## config.mk

```make
export PLATFORM = sky130hd
export DESIGN_NAME = seq_chunk_adder
export DESIGN_NICKNAME = d
export VERILOG_FILES = /design/src/rtl/seq_chunk_adder.sv
export SDC_FILE = /design/constraint.sdc
export NUM_CORES = 1
export LEC_CHECK = 0
export BUFFER_PORTS_ARGS = -buffer_cell sky130_fd_sc_hd__buf_2
export CAP_MARGIN = 30
export CORE_UTILIZATION = 55
export CTS_BUF_LIST = sky130_fd_sc_hd__clkbuf_4
export CTS_CLUSTER_SIZE = 14
export DETAILED_ROUTE_END_ITERATION = 8
export PLACE_DENSITY = 0.9
export REMOVE_ABC_BUFFERS = 1
export SLEW_MARGIN = 25
export SYNTH_ARGS = -nofsm -noshare
export SYNTH_HDL_FRONTEND = slang
export SYNTH_SLANG_ARGS = --single-unit
```

## constraint.sdc

```tcl
create_clock -name clk -period 3.3 [get_ports clk]
set_input_delay 0.495 -clock clk [delete_from_list [all_inputs] [get_ports clk]]
set_output_delay 0.495 -clock clk [all_outputs]
set_load 0.05 [all_outputs]
```

## src/rtl/seq_chunk_adder.sv

```systemverilog
// Multi-cycle ripple adder/subtractor: adds CHUNK bits per clock with a registered
// inter-chunk carry, behind valid/ready handshakes on both sides.
module seq_chunk_adder #(
    parameter int WIDTH = 8,
    parameter int CHUNK = 2
) (
    input  logic             clk,
    input  logic             reset,
    input  logic             in_valid,
    output logic             in_ready,
    input  logic [WIDTH-1:0] a,
    input  logic [WIDTH-1:0] b,
    input  logic             cin,
    input  logic             sub,
    output logic             out_valid,
    input  logic             out_ready,
    output logic [WIDTH-1:0] sum,
    output logic             cout,
    output logic             overflow
);

    localparam int NCHUNK = WIDTH / CHUNK;
    localparam int IDXW   = (NCHUNK > 1) ? $clog2(NCHUNK) : 1;
    localparam logic [IDXW-1:0] LAST_IDX = IDXW'(NCHUNK - 1);

    typedef enum logic [1:0] {
        IDLE = 2'd0,
        BUSY = 2'd1,
        DONE = 2'd2
    } state_t;

    state_t            state_r;
    state_t            state_s;
    logic [WIDTH-1:0]  a_r;
    logic [WIDTH-1:0]  b_r;
    logic [WIDTH-1:0]  sum_r;
    logic              carry_r;
    logic              cout_r;
    logic              ovf_r;
    logic [IDXW-1:0]   idx_r;
    logic              accept_s;
    logic              last_s;
    logic [CHUNK-1:0]  a_chunk_s;
    logic [CHUNK-1:0]  b_chunk_s;
    logic [CHUNK:0]    chunk_s;
    logic              ovf_s;

    // Two's-complement overflow: operands share a sign that the result does not.
    function automatic logic signed_ovf(input logic a_msb, input logic b_msb, input logic s_msb);
        return (a_msb == b_msb) && (s_msb != a_msb);
    endfunction

    assign in_ready  = (state_r == IDLE) && !reset;
    assign accept_s  = in_valid && in_ready;
    assign last_s    = (idx_r == LAST_IDX);
    assign out_valid = (state_r == DONE);
    assign sum       = sum_r;
    assign cout      = cout_r;
    assign overflow  = ovf_r;

    // One chunk of the ripple add; on the last chunk its MSB is the result MSB.
    always_comb begin
        a_chunk_s = a_r[int'(idx_r) * CHUNK +: CHUNK];
        b_chunk_s = b_r[int'(idx_r) * CHUNK +: CHUNK];
        chunk_s   = {1'b0, a_chunk_s} + {1'b0, b_chunk_s} + {{CHUNK{1'b0}}, carry_r};
        ovf_s     = signed_ovf(a_r[WIDTH-1], b_r[WIDTH-1], chunk_s[CHUNK-1]);
    end

    // State register.
    always_ff @(posedge clk) begin
        if (reset) begin
            state_r <= IDLE;
        end else begin
            state_r <= state_s;
        end
    end

    // Next-state logic.
    always_comb begin
        state_s = state_r;
        case (state_r)
            IDLE: begin
                if (accept_s) begin
                    state_s = BUSY;
                end else begin
                    state_s = IDLE;
                end
            end
            BUSY: begin
                if (last_s) begin
                    state_s = DONE;
                end else begin
                    state_s = BUSY;
                end
            end
            DONE: begin
                if (out_ready) begin
                    state_s = IDLE;
                end else begin
                    state_s = DONE;
                end
            end
            default: state_s = IDLE;
        endcase
    end

    // Operand capture and per-chunk accumulation; subtraction folds in as A + ~B + 1.
    always_ff @(posedge clk) begin
        if (reset) begin
            a_r     <= {WIDTH{1'b0}};
            b_r     <= {WIDTH{1'b0}};
            sum_r   <= {WIDTH{1'b0}};
            carry_r <= 1'b0;
            cout_r  <= 1'b0;
            ovf_r   <= 1'b0;
            idx_r   <= {IDXW{1'b0}};
        end else begin
            case (state_r)
                IDLE: begin
                    if (accept_s) begin
                        a_r     <= a;
                        b_r     <= sub ? ~b : b;
                        carry_r <= sub ? 1'b1 : cin;
                        idx_r   <= {IDXW{1'b0}};
                    end
                end
                BUSY: begin
                    sum_r[int'(idx_r) * CHUNK +: CHUNK] <= chunk_s[CHUNK-1:0];
                    carry_r <= chunk_s[CHUNK];
                    idx_r   <= idx_r + {{(IDXW-1){1'b0}}, 1'b1};
                    if (last_s) begin
                        cout_r <= chunk_s[CHUNK];
                        ovf_r  <= ovf_s;
                    end
                end
                default: begin
                end
            endcase
        end
    end

endmodule

```

==> results.json, run 1 <==
{
  "cp_max_fo": 13,
  "multi_input_area_um2": 833,
  "slowest_delay_ps": 650,
  "ys_warn_count": 0,
  "first_pass_iters": 4,
  "cts_made_buffers": 5,
  "rsz0062_at_grt": "no",
  "fin_crit_sh": 0.797,
  "cts_tree": "yes",
  "relSlewSlack": 0.543,
  "dp_hpwl_mm": 2.18,
  "min_period_ps": 2630,
  "final_util": 0.679,
  "setup_tns_ps": 0,
  "synthDistinctLibCells": 31,
  "max_cap_violations": 0,
  "slew_violations": 0,
  "worstMarginPinSlew_ps": 685,
  "hold_violations": 0,
  "port_buffers": 33,
  "synth.most_common_cell": "dfxtp_1",
  "dp.cells": 218,
  "status": "finished, final reports clean",
  "cts-hold-fix-buffers": 0,
  "synth.area.top_cells": "dfxtp_1, nand2_1, a21oi_1",
  "num_rows": 18,
  "cts-resized-gates": 0,
  "clock_path_buffers": 2,
  "num_io_pins": 34,
  "powerDensity_mw_per_mm2": 425,
  "slowest_stage": "dfxtp_1",
  "worstHoldPathType": "in -> reg",
  "totalWireLength_mm": 2.99,
  "path_clk_slew_ps": 100,
  "synth_area_per_cell_um2": 9.25,
  "synth_common_cells": "dfxtp_1, nand2_1, a21oi_1",
  "ir_drop_uv": 457,
  "grt_pass1_wl_mm": 4.70,
  "grt_max_degree": 37,
  "dieHeight_um": 54.8,
  "yosysTopAreaCell": "dfxtp_1",
  "timing.rr.start": "idx_r[0]",
  "antenna_cells": 0,
  "synthArstFlopShare": 0,
  "seq_area_um2": 621,
  "drt-vias-per-instance": 5.60,
  "worstSetupPathType": "reg -> reg",
  "initial_core_util": 0.598,
  "nets": 225,
  "synth_top_area_share": 0.404,
  "crit_arrival_ps": 2890,
  "crit_start": "idx_r[0]",
  "synth-main-ff-cell": "dfxtp_1",
  "ff2ff_setup_slack_ps": 670,
  "ys_seq_elements": 31,
  "setup_viol": 0,
  "root_buffer": "clkbuf_4",
  "synthesis.area_mm2": 0.00154,
  "r2r_end": "overflow",
  "clock_latency_ps": 340,
  "synth_edf_count": 0,
  "instances_no_fill": 226,
  "track_usage": 0.232,
  "synthCells": 166,
  "cp.required_ps": 3560,
  "die_x_um": 54.8,
  "antenna_found_initial": 0,
  "via_count": 1265,
  "drcViolationCount": 0,
  "drive_above_1_share": 0.255,
  "critPathCapture": "overflow",
  "area_growth_pct": 13.6,
  "die_area_mm2": 0.00301,
  "skew_ps": 9.40,
  "place_congestion": 0.794,
  "min-delay-start": "a[4]",
  "grt_pass1_vias": 1180,
  "first_iter_violations": 21,
  "coreArea_mm2": 0.00257,
  "wl_per_cell_um": 13.2,
  "cts.sinks": 31,
  "power.leakage_uw": 0.000675,
  "max_freq_mhz": 380,
  "startpoint_type": "register",
  "post_cts_buffers": 0,
  "end_kind": "register",
  "n_fill_cell": 223,
  "ant_nets": 0,
  "rr_worst_depth": 5,
  "cpMostUsedCell": "fa_1",
  "ys_seq_area_frac": 0.404,
  "grt_overflow": 0,
  "crit_chain": "mux4_2 > fa_1 > fa_1 > nand3b_1 > a211oi_1",
  "h-tree-depth": 2
}
## flip-flops by register name, indices dropped and copies added (netlist names)
name	flops
a_r	8
b_r	8
carry_r	1
cout	1
idx_r	2
overflow	1
state_r	2
sum	8
## where the power goes
group          internal (uW)  switching (uW)  total (uW)  leakage [uW]
Clock                   90.2             132         222     0.0000317
Combinational           50.4            64.0         114      0.000390
Sequential               389            16.1         405      0.000252
Total                    530             212         742      0.000675
## worst min-delay path by stage
stage / endpoint / slack [ps] / depth (start not counted)
after floorplan: a_r[2] / 430 / 2
after global placement: sum[2] / 440 / 2
after detailed placement: sum[4] / 450 / 2
after CTS: a_r[4] / 360 / 3
after global routing: a_r[4] / 380 / 3
final: a_r[4] / 380 / 3
## worst max-delay path: cells and delay by family (launching register included)
kind                     cells  cell delay [ps]
adder cells (fa/ha/maj)      2              930
flip-flops                   1              650
AND/OR/NAND/NOR              1              200
multiplexers                 1              580
AO/OA/AOI/OAI                1              190
## cell families (layout without fill, tap and decap cells)
| kind of cell | after synthesis | in the layout | synth area share |
|---|---|---|---|
| mux | 4 | 4 | 0.0587 |
| compound gates | 34 | 34 | 0.148 |
| buf+inv | 18 | 48 | 0.0530 |
| flops | 31 | 31 | 0.404 |
| simple gates | 63 | 63 | 0.215 |
| xor+xnor | 8 | 8 | 0.0456 |
| fa+ha+maj | 8 | 8 | 0.0750 |
## placed cells by master (no fill, tap or decap), types with 2 or more instances in the layout
cell type / count
a211oi_1: 6
nand2b_1: 4
nor2_1: 10
a21oi_1: 18
xnor2_1: 8
or4_1: 2
mux4_2: 4
nand2_1: 26
buf_2: 33
o32ai_1: 4
nand3b_1: 4
ha_1: 6
dfxtp_1: 31
a211oi_2: 3
clkbuf_4: 6
and2_1: 2
nand4_1: 4
inv_1: 6
nor2b_1: 2
nand3_1: 4
fa_1: 2
## metrics by stage
stage                     area, um^2  setup WS, ps  hold slack, ps  total power, uW
after floorplan                 1480           887             427              486
after global placement          1690           766             437              522
after detailed placement        1690           666             446              528
after CTS                       1740           657             363              749
after global routing            1740           528             375              776
final                           1740           670             377              742
## layer usage
metal | up-vias | routed length (um) | track usage
li1 | 636 | - | -
met1 | 574 | 1290 | 0.230
met2 | 41 | 1460 | 0.406
met3 | 14 | 127 | 0.0667
met4 | 0 | 110 | 0.167
met5 | - | 0 | 0
## cell type report
cell class                      count  share of cell area
Tap cell                           30              0.0215
Timing Repair Buffer               34              0.0990
Clock inverter                      2             0.00717
Multi-Input combinational cell    117               0.478
Inverter                            6              0.0129
Clock buffer                        6              0.0258
Sequential cell                    31               0.356
Power figures use the tool's default switching activity.
==> run 2: changes to the inputs <==
CORE_UTILIZATION = 50   (was 55)
PLACE_DENSITY = 0.86   (was 0.9)
clock period = 2.4 ns   (was 3.3 ns; I/O delays follow)
==> run 2 against run 1 <==
  * Fmax rose by 16%
  * Setup slack got worse by 540 ps
  * Sequential power rose by 36%
  * Die area rose by 9.6%
  * Non-clock buffer count rose by 3
  * Design area rose by 1.5%
  * Via count fell by 1.3%
  * Power rose by 36%
  * Clock-buffer cell count did not move
  * Largest power group unchanged
==> results.json, run 2 (synthesis gave the netlist of run 1 again) <==
{
  "dp.cells": 222,
  "drcViolationCount": 0,
  "grt_max_degree": 28,
  "die_area_mm2": 0.00330,
  "initial_core_util": 0.543,
  "first_pass_iters": 4,
  "totalWireLength_mm": 2.81,
  "final_util": 0.626,
  "grt_pass1_wl_mm": 4.95,
  "instances_no_fill": 230,
  "place_congestion": 0.794,
  "cts-resized-gates": 0,
  "powerDensity_mw_per_mm2": 570,
  "first_iter_violations": 39,
  "worstHoldPathType": "in -> reg",
  "layout_common_cells": "buf_2, dfxtp_1, nand2_1",
  "area_growth_pct": 15.3,
  "fin_hold_ws_ps": 258,
  "num_rows": 19,
  "crit_chain": "mux4_2 > fa_1 > fa_2 > a21oi_1 > a211oi_1",
  "max_cap_violations": 0,
  "post_cts_buffers": 0,
  "drive_above_1_share": 0.266,
  "crit_arrival_ps": 2520,
  "status": "finished, final reports clean",
  "worstMarginPinSlew_ps": 692,
  "rsz0062_at_grt": "no",
  "root_buffer": "clkbuf_4",
  "slowest_stage": "fa_2",
  "dieHeight_um": 57.4,
  "dp_hpwl_mm": 2.08,
  "num_io_pins": 34,
  "skew_ps": 6.51,
  "nets": 228,
  "worstSetupPathType": "reg -> reg",
  "coreArea_mm2": 0.00283,
  "cts-hold-fix-buffers": 0,
  "via_count": 1249,
  "hold_violations": 0,
  "slowest_delay_ps": 590,
  "ir_drop_uv": 375,
  "cts.sinks": 31,
  "n_fill_cell": 250,
  "clock_latency_ps": 330,
  "power.leakage_uw": 0.000688,
  "ant_nets": 0,
  "cp_max_fo": 5,
  "min_period_ps": 2270,
  "track_usage": 0.199,
  "clock_path_buffers": 2,
  "antenna_found_initial": 0,
  "setup_viol": 0,
  "antenna_cells": 0,
  "cp_top_family": "adder cells",
  "worst-path-buf-inv": 0,
  "max_freq_mhz": 440,
  "die_x_um": 57.4,
  "cts_tree": "yes",
  "fin_crit_sh": 0.946,
  "relSlewSlack": 0.538,
  "cts_made_buffers": 5,
  "cp.required_ps": 2650,
  "slew_violations": 0,
  "wl_per_cell_um": 12.2,
  "path_clk_slew_ps": 90,
  "drt-vias-per-instance": 5.43,
  "port_buffers": 33,
  "startpoint_type": "register",
  "grt_overflow": 0,
  "grt_pass1_vias": 1141,
  "end_kind": "register",
  "h-tree-depth": 2,
  "layout_commonest_cell": "buf_2"
}
[run 2: worst paths after layout]
check | to | slack (ps) | cells after the start | from
max reg2reg | overflow | 130 | 5 | idx_r[1]
min | a_r[7] | 260 | 3 | a[7]
max | overflow | 130 | 5 | idx_r[1]
min reg2reg | sum[2] | 450 | 2 | sum[2]
[run 2: cell type report]
cell class,count,area [um^2],area share
repair buffers,37,199,0.112
multi-input cells,117,836,0.472
well taps,31,38.8,0.0219
clock inverters,2,7.51,0.00424
flip-flops and latches,31,622,0.351
clock buffers,6,45.0,0.0254
inverters,6,22.5,0.0127
[run 2: worst register-to-register path, stage by stage, from the launching register on]
cell      delay (ps)
dfxtp_1          360
mux4_2           520
fa_1             430
fa_2             590
a21oi_1           80
a211oi_1         230
[run 2: power breakdown]
part	leakage (uW)	switching, uW	internal [uW]
clock network	0.0000307	172	120
logic	0.000405	92.9	74.2
registers	0.000253	16.0	535
total	0.000688	281	729
[run 2: per-layer routing]
metal  vias to the layer above  global-route usage  part of all wire  wire [um]
li1                        641                   -                 -          -
met4                         0              0.0767             0.019         53
met3                         7              0.0680             0.049        138
met2                        33               0.304              0.47       1330
met5                         -                   0                 0          0
met1                       568               0.258              0.46       1290
[run 2: metrics by stage]
stage          worst slack (ps)  power [uW]  cell area (um^2)  setup TNS, ps
6_report                    128        1010              1770              0
3_3_place_gp                184         725              1710              0
5_1_grt                    1.63        1070              1770              0
4_1_cts                    75.3        1020              1760              0
3_5_place_dp               90.9         729              1710              0
2_1_floorplan             -13.1         668              1480          -13.1
==> run 3: changes to the inputs <==
RECOVER_POWER = 25   (was default)
==> run 3 against run 2 <==
  * Clock power barely moved
  * Non-clock buffer count did not move
  * Final cell count did not move
  * Clock skew barely moved
  * First-iteration DRC count did not move
  * Setup slack improved by 7.3 ps
  * Sequential share of layout area rose by 0.22 points
  * Sequential power barely moved
  * Design area fell by 0.64%
  * Highest routed layer unchanged
==> results.json, run 3 (synthesis gave the netlist of run 1 again) <==
{
  "clock_path_buffers": 2,
  "area_growth_pct": 14.6,
  "track_usage": 0.199,
  "cts_tree": "yes",
  "clockPowerShare": 0.288,
  "first_iter_violations": 39,
  "power.leakage_uw": 0.000649,
  "cp_max_fo": 5,
  "n_fill_cell": 256,
  "drt-vias-per-instance": 5.42,
  "cp.required_ps": 2650,
  "min-delay-start": "a[7]",
  "cts.sinks": 31,
  "path_clk_slew_ps": 90,
  "antenna_found_initial": 0,
  "max_cap_violations": 0,
  "skew_ps": 6.92,
  "cts-hold-fix-buffers": 0,
  "timing.rr.start": "idx_r[1]",
  "slowest_stage": "fa_2",
  "crit_chain": "mux4_2 > fa_1 > fa_2 > a21oi_1 > a211oi_1",
  "worstMarginPinSlew_ps": 693,
  "max_freq_mhz": 442,
  "powerDensity_mw_per_mm2": 574,
  "antenna_cells": 0,
  "root_buffer": "clkbuf_4",
  "grt_max_degree": 28,
  "ff2ff_setup_slack_ps": 140,
  "num_rows": 19,
  "min_period_ps": 2260,
  "sw_frac_of_total": 0.278,
  "setup_viol": 0,
  "clock_latency_ps": 330,
  "fin_hold_ws_ps": 258,
  "power_uw": 1010,
  "worstHoldPathType": "in -> reg",
  "place_congestion": 0.794,
  "hold_violations": 0,
  "layout_commonest_cell": "dfxtp_1",
  "fin_crit_sh": 0.943,
  "holdPathStages": 3,
  "worstSetupPathType": "reg -> reg",
  "die_x_um": 57.4,
  "status": "finished, final reports clean",
  "switchingPower_uw": 281,
  "grt_pass1_vias": 1141,
  "wl_per_cell_um": 12.3,
  "num_io_pins": 34,
  "h-tree-depth": 2,
  "power_frac_seq": 0.546,
  "min_delay_worst_endpoint": "a_r[7]",
  "slew_violations": 0,
  "r2r_end": "overflow",
  "final_util": 0.622,
  "ant_nets": 0,
  "slowest_delay_ps": 590,
  "layout_common_cells": "dfxtp_1, nand2_1, buf_2",
  "rr_worst_depth": 5,
  "via_count": 1246,
  "p_comb_frac": 0.166,
  "crit_arrival_ps": 2520,
  "ir_drop_uv": 375,
  "end_kind": "register",
  "initial_core_util": 0.543,
  "grt_overflow": 0,
  "relSlewSlack": 0.537,
  "drive_above_1_share": 0.221,
  "coreArea_mm2": 0.00283,
  "dieHeight_um": 57.4,
  "die_area_mm2": 0.00330,
  "internal-power_uw": 729,
  "nets": 228,
  "cts_made_buffers": 5,
  "totalWireLength_mm": 2.83,
  "startpoint_type": "register",
  "rsz0062_at_grt": "no",
  "first_pass_iters": 4,
  "drcViolationCount": 0,
  "grt_pass1_wl_mm": 4.95,
  "port_buffers": 33,
  "dp_hpwl_mm": 2.08
}
[run 3: worst max path at each step]
stage	startpoint	end	slack, ps	depth (start not counted)
2_1_floorplan	idx_r[0]	overflow	-10	5
3_3_place_gp	idx_r[0]	overflow	180	6
3_5_place_dp	idx_r[0]	overflow	90	6
4_1_cts	idx_r[0]	overflow	80	6
5_1_grt	idx_r[1]	overflow	2	5
6_report	idx_r[1]	overflow	140	5
[run 3: cell type report]
class	count	area, um^2	area share
Clock buffer	6	45.0	0.0256
Clock inverter	2	7.51	0.00427
Inverter	6	22.5	0.0128
Multi-Input combinational cell	117	836	0.475
Sequential cell	31	622	0.353
Tap cell	31	38.8	0.0220
Timing Repair Buffer	37	188	0.107
[run 3: worst max-delay path, delay by kind of cell, from the launching register on]
family	cells	cell delay [ps]
compound gates	2	310
fa+ha+maj	2	1020
mux	1	520
flops	1	360
[run 3: through the flow]
stage / std cells / area (um^2) / worst slack [ps] / TNS [ps]
after floorplan: 154 / 1480 / -13.1 / -13.1
after global placement: 222 / 1710 / 184 / 0
after detailed placement: 222 / 1710 / 90.9 / 0
after CTS: 230 / 1760 / 75.3 / 0
after global routing: 230 / 1760 / 1.63 / 0
final: 230 / 1760 / 136 / 0
[run 3: per-layer routing]
metal	share of wire	up-vias	GRT usage
li1	-	641	-
met1	0.47	563	0.258
met2	0.46	35	0.304
met3	0.049	7	0.0680
met4	0.019	0	0.0767
met5	0	-	0
[run 3: power by group through the flow]
| stage | logic, uW | registers, uW | clock network (uW) |
|---|---|---|---|
| 6_report | 167 | 552 | 291 |
| 5_1_grt | 187 | 555 | 329 |
| 4_1_cts | 167 | 551 | 298 |
| 3_5_place_dp | 166 | 563 | 0 |
| 3_3_place_gp | 163 | 562 | 0 |
| 2_1_floorplan | 99.1 | 569 | 0 |
[run 3: timing repair]
action / in CTS / in global routing
gates resized for setup: 0 / 3
hold endpoints to repair: 0 / 0
setup buffers: 0 / 0
endpoints found under the setup margin: 0 / 5
